**src/rtl/trade_report_framer.sv**
```systemverilog
// Buffers order-book report words in a FIFO and emits them as framed bytes
// (MAGIC, seq, N, N words MSB first) on an 8-bit AXI-Stream.
module trade_report_framer #(
   parameter int         FIFO_DEPTH    = 64,
   parameter int         MAX_WORDS     = 16,
   parameter int         FLUSH_TIMEOUT = 32,
   parameter logic [7:0] MAGIC         = 8'hA5
) (
   input  logic                          clk,
   input  logic                          rst_n,
   input  logic                          trade_valid,
   input  logic [31:0]                   trade_info,
   output logic [7:0]                    m_axis_tdata,
   output logic                          m_axis_tvalid,
   input  logic                          m_axis_tready,
   output logic                          m_axis_tlast,
   output logic [$clog2(FIFO_DEPTH):0]   fifo_level,
   output logic [15:0]                   overflow_cnt,
   output logic [7:0]                    frame_seq
);

   localparam int AW  = $clog2(FIFO_DEPTH);
   localparam int LVW = AW + 1;
   localparam int IW  = $clog2(FLUSH_TIMEOUT + 1);
   localparam logic [LVW-1:0] DEPTH_L   = LVW'(FIFO_DEPTH);
   localparam logic [LVW-1:0] MAXW_L    = LVW'(MAX_WORDS);
   localparam logic [IW-1:0]  TIMEOUT_L = IW'(FLUSH_TIMEOUT);

   typedef enum logic [2:0] {IDLE, HDR_MAGIC, HDR_SEQ, HDR_CNT, PAYLOAD} state_t;
   state_t state, state_nxt;

   logic [31:0]   mem [FIFO_DEPTH];
   logic [AW-1:0] wr_ptr, rd_ptr;
   logic [IW-1:0] idle_cnt;
   logic [31:0]   shreg;
   logic [1:0]    byte_idx;
   logic [7:0]    n_words, word_idx;
   logic          full, wr_en, rd_en, hs, start, word_done, frame_done;

   // Fullness uses the registered level, so a same-cycle pop never frees room for a write.
   assign full       = (fifo_level == DEPTH_L);
   assign wr_en      = trade_valid && !full;
   assign hs         = m_axis_tvalid && m_axis_tready;
   assign word_done  = (state == PAYLOAD) && hs && (byte_idx == 2'd3);
   assign frame_done = word_done && (word_idx == n_words - 8'd1);
   assign rd_en      = ((state == HDR_CNT) && hs) || (word_done && !frame_done);
   assign start      = (state == IDLE) &&
                       ((fifo_level >= MAXW_L) ||
                        ((fifo_level != '0) && (idle_cnt == TIMEOUT_L)));

   always_ff @(posedge clk) begin
      if (wr_en) mem[wr_ptr] <= trade_info;
   end

   always_ff @(posedge clk or negedge rst_n) begin
      if (!rst_n) begin
         wr_ptr       <= '0;
         rd_ptr       <= '0;
         fifo_level   <= '0;
         overflow_cnt <= '0;
         idle_cnt     <= '0;
      end else begin
         if (wr_en) wr_ptr <= wr_ptr + 1'b1;
         if (rd_en) rd_ptr <= rd_ptr + 1'b1;
         case ({wr_en, rd_en})
            2'b10:   fifo_level <= fifo_level + 1'b1;
            2'b01:   fifo_level <= fifo_level - 1'b1;
            default: fifo_level <= fifo_level;
         endcase
         if (trade_valid && full && (overflow_cnt != 16'hFFFF))
            overflow_cnt <= overflow_cnt + 1'b1;
         if (trade_valid)
            idle_cnt <= '0;
         else if (idle_cnt != TIMEOUT_L)
            idle_cnt <= idle_cnt + 1'b1;
      end
   end

   always_ff @(posedge clk or negedge rst_n) begin
      if (!rst_n) state <= IDLE;
      else        state <= state_nxt;
   end

   always_comb begin
      state_nxt     = state;
      m_axis_tvalid = 1'b0;
      m_axis_tdata  = 8'h00;
      m_axis_tlast  = 1'b0;
      case (state)
         IDLE: begin
            if (start) state_nxt = HDR_MAGIC;
         end
         HDR_MAGIC: begin
            m_axis_tvalid = 1'b1;
            m_axis_tdata  = MAGIC;
            if (hs) state_nxt = HDR_SEQ;
         end
         HDR_SEQ: begin
            m_axis_tvalid = 1'b1;
            m_axis_tdata  = frame_seq;
            if (hs) state_nxt = HDR_CNT;
         end
         HDR_CNT: begin
            m_axis_tvalid = 1'b1;
            m_axis_tdata  = n_words;
            if (hs) state_nxt = PAYLOAD;
         end
         PAYLOAD: begin
            m_axis_tvalid = 1'b1;
            m_axis_tdata  = shreg[31:24];
            m_axis_tlast  = (byte_idx == 2'd3) && (word_idx == n_words - 8'd1);
            if (frame_done) state_nxt = IDLE;
         end
         default: state_nxt = IDLE;
      endcase
   end

   // Next word is popped on the handshake that finishes the previous one, so it is ready at byte 0.
   always_ff @(posedge clk or negedge rst_n) begin
      if (!rst_n) begin
         shreg     <= '0;
         byte_idx  <= '0;
         n_words   <= '0;
         word_idx  <= '0;
         frame_seq <= '0;
      end else begin
         if (start) begin
            n_words  <= 8'((fifo_level >= MAXW_L) ? MAXW_L : fifo_level);
            word_idx <= '0;
            byte_idx <= '0;
         end
         if ((state == HDR_CNT) && hs) shreg <= mem[rd_ptr];
         if ((state == PAYLOAD) && hs) begin
            if (byte_idx == 2'd3) begin
               byte_idx <= '0;
               word_idx <= word_idx + 1'b1;
               if (!frame_done) shreg <= mem[rd_ptr];
            end else begin
               byte_idx <= byte_idx + 1'b1;
               shreg    <= {shreg[23:0], 8'h00};
            end
         end
         if (frame_done) frame_seq <= frame_seq + 1'b1;
      end
   end

endmodule
```
**config.mk**
```make
export PLATFORM = sky130hd
export DESIGN_NAME = trade_report_framer
export DESIGN_NICKNAME = d
export VERILOG_FILES = /design/src/rtl/trade_report_framer.sv
export SDC_FILE = /design/constraint.sdc
export NUM_CORES = 2
export LEC_CHECK = 0
export BUFFER_PORTS_ARGS = -buffer_cell sky130_fd_sc_hd__buf_4
export CAP_MARGIN = 15
export CORE_ASPECT_RATIO = 1.5
export CORE_MARGIN = 2
export CORE_UTILIZATION = 55
export CTS_CLUSTER_SIZE = 30
export DETAILED_ROUTE_END_ITERATION = 7
export PLACE_DENSITY = 0.71
export SKIP_CTS_REPAIR_TIMING = 1
export SLEW_MARGIN = 30
export SYNTH_ARGS = -nofsm -noshare
export SYNTH_HDL_FRONTEND = slang
export SYNTH_SLANG_ARGS = --single-unit
```
**constraint.sdc**
```tcl
create_clock -name clk -period 7.2 [get_ports clk]
set_input_delay 0.72 -clock clk [delete_from_list [all_inputs] [get_ports clk]]
set_output_delay 0.72 -clock clk [all_outputs]
set_load 0.02 [all_outputs]
```
==> flow_summary_export.csv <==
group,metric,value,unit
status,outcome,"finished, violations left",
status,failed_checks,"design-rule violations",
place,io_buffers,76,
worst_setup_path,crit_fanout,35,
die,core_area,151000,um2
yosys,synth.mux.area_fraction,14.9,%
worst_setup_path,arrival,5.33,ns
worst_setup_path,critical_path_rt,7.90,ns
yosys,synth_area_per_cell,20.4,um2
cts,htree_num_levels,4,
die,initial_core_util,55.3,%
cts,cts-buffers-inserted,183,
layout,design_area,93300,um2
timing,post-route-min-period,4.63,ns
cts,cts_num_sinks,2149,
timing,finalClockSkew,0.0312,ns
yosys,syn_nets,4152,
yosys,synthesis.instances,4100,
yosys,ys_ff_latch,2149,
timing,share_of_the_cycle_needed_by_the_critical_path_after_routing,64.3,%
yosys,yosysSeqAreaShare,76.7,%
cts,cts-root-to-sink-buffers,3,
die,chipHeight,481,um
route,wirelength_met1,73.7,mm
timing,tightest_slew,1.04,ns
yosys,fraction_of_the_mapped_netlist_area_in_compound_gates,4.02,%
timing,max_clock_freq,0.216,GHz
yosys,synth-edff-count,2048,
yosys,post-synth-top-area-fraction,73.7,%
cts,cts_root_buffer,"clkbuf_16",
yosys,synth.area.top_cells,"edfxtp_1 74%, mux4_2 11%, dfrtp_1 3.0%, mux2i_1 2.8%, mux2_2 1.3%",
route,antenna_viol_nets_final,0,
layout,multi_input_area,18800,um2
cts,clock_tree_from_tritoncts,"built",
route,totalWireLength,210,mm
die,num_io_pins,77,
power_and_ir_drop,peakVddDrop,0.286,mV
route,avgViaCountPerCell,6.60,
layout,syn2layout_area_growth,11.7,%
yosys,asyncSetResetFlopFracSynth,4.70,%
route,drt_first_pass_iters,8,
cts,clk_pin_slew_worst_paths,0.07,ns
yosys,synthFlopType,"edfxtp_1",
route,route.met2.wl,107,mm
layout,num-fill-cells,10200,
place,gp_congestion,0.929,
route,dr.first_iter.drc_count,5464,
layout,final_util,61.7,%
timing,setup-violations-final,0,
route,wl_per_cell,33.1,um
yosys,synth_simple_gate_area_share,2.12,%
global_route,via_count_of_the_first_global_routing_pass,42200,
die,die_width,322,um
yosys,synth_xor_area_share,0.577,%
route,met3WireLength,17.5,mm
route,dr.max_layer_used,"met5",
worst_setup_path,worst-setup-path-type,"flop to flop",
yosys,synthesis.yosys.warnings,0,
global_route,global_route.usage.total,27.5,%
yosys,yosys.area.top_type,"edfxtp_1",
worst_setup_path,timing.reg2reg.worst_path_depth,18,
timing,hold_viol,0,
route,num_vias,41900,
timing,slew_headroom,30.9,%
die,die_area,155000,um2
yosys,synth.lib_cells_used.distinct,57,
power_and_ir_drop,power_density,349,nW/um2
global_route,grt_first_pass_wirelength,301,mm
global_route,antenna_found_initial,4,
worst_hold_path,worst_hold_path_type,"input port to flop",
global_route,grt-ovfl-total,0,
worst_hold_path,min_path_cells,2,
timing,final_max_slew_viol_count,0,
run,drv_cap,0,
timing,rsz0062_at_grt,"false",
layout,ratio_of_cells_with_drive_above_1_in_the_final_layout,23.8,%
worst_setup_path,crit_path_start_kind,"flop",
layout,final-seq-area,64000,um2
die,floorplan_row_count,175,
global_route,pin_count_of_the_biggest_net_entering_global_routing,111,
yosys,post_synth_adder_cell_area,0.249,%
timing,setup-tns-final,0,ns
worst_setup_path,cp-end-kind,"flop",
route,drc,1,
yosys,main_combinational_cell_family_by_area_after_synthesis,"multiplexers",
place,hpwl_after_detailed_placement,121,mm
layout,layout.nets,4306,
power_and_ir_drop,leakage,0.0298,uW
place,placed_area,87500,um2
cts,worst_skew_pair.late_latency,0.81,ns
yosys,syn-cell-area,83500,um2
## power breakdown
group | total (uW) | switching [uW] | internal [uW]
combinational | 8230 | 4750 | 3470
clock | 9600 | 4340 | 5250
sequential | 14800 | 515 | 14300
## final cells by class
class / instances / share of cell area (%)
clock inverters: 101 / 0.876
multi-input cells: 1696 / 20.2
flip-flops and latches: 2149 / 68.7
clock buffers: 232 / 5.27
inverters: 17 / 0.0684
well taps: 1947 / 2.61
repair buffers: 207 / 2.33
diodes: 4 / 0.0107
## cells in the mapped netlist, drive strengths merged (23+ instances only)
library cell	n
a22o	23
nand2	137
a22oi	125
a21oi	154
nor2	105
edfxtp	2048
nand4	23
nand3	48
buf	118
dfrtp	101
o21ai	87
mux2	97
mux2i	233
mux4	400
clkbuf	120
o22ai	24
xnor2	33
## cells in the final DEF (no fill, tap or decap), types with 65 or more instances in the layout
cell type and instances:
a21oi_1 151, a22oi_1 125, buf_4 169, clkbuf_16 190, dfrtp_1 96, edfxtp_1 2048, mux2_2 97, mux2i_1 233
mux4_2 400, nand2_1 136, nor2_4 65, o21ai_0 85
## sequential cells by signal, summed over array words and instances, names as in the netlist
register / flops
mem: 2048
word_idx: 8
frame_seq: 8
state: 3
idle_cnt: 6
fifo_level: 7
rd_ptr: 6
byte_idx: 2
overflow_cnt: 16
shreg: 32
n_words: 7
wr_ptr: 6
## logic make-up after synthesis
| group | after synthesis |
|---|---|
| buffers and inverters | 255 |
| AO/OA/AOI/OAI | 514 |
| multiplexers | 730 |
| XOR/XNOR | 55 |
| flip-flops | 2149 |
| AND/OR/NAND/NOR | 381 |
| adder cells (fa/ha/maj) | 16 |
## layer usage
layer,vias up,global-route usage (%)
met1,22100,34.5
met5,-,0
met2,2109,46.1
met3,436,5.05
met4,2,14.3
li1,17200,-
## critical path, cell delays in order, from the launching register on
cell	delay, ns
dfrtp_1	0.39
inv_1	0.08
ha_1	0.31
xnor2_1	0.13
a211oi_1	0.23
nand4_1	0.12
and4bb_4	0.39
o21a_1	0.18
buf_4	0.41
inv_1	0.20
ha_1	0.36
ha_1	0.36
nor2b_1	0.14
o21ai_0	0.19
a21oi_1	0.11
o21ai_0	0.24
a21oi_1	0.10
or3b_2	0.45
xnor2_1	0.13
## path summary, 6_finish.rpt
path	startpoint	to	slack, ns
max reg2reg	n_words[0]$_DFFE_PN0P_	fifo_level[6]$_DFFE_PN0P_	2.57
min reg2reg	shreg[2]$_DFF_PN0_	shreg[2]$_DFF_PN0_	0.49
max	n_words[0]$_DFFE_PN0P_	fifo_level[6]$_DFFE_PN0P_	2.57
min	trade_valid	idle_cnt[0]$_DFFE_PN0P_	0.12
max in group asynchronous	rst_n	rd_ptr[0]$_DFFE_PN0P_	5.38
min in group asynchronous	rst_n	overflow_cnt[4]$_DFFE_PN0P_	0.50
## through the flow
stage               hold slack (ns)  total power [uW]  cells  setup slack (ns)
finish                        0.116             32600   6353              2.57
global route                 0.0908             33600   6350              2.27
CTS                         -0.0609             32700   6348              2.56
detailed placement            0.472             23300   6015              2.58
floorplan                     0.424             20500   4100              3.34
global placement              0.464             23100   5988              2.55
No activity file was read; power rests on OpenSTA's default activity.
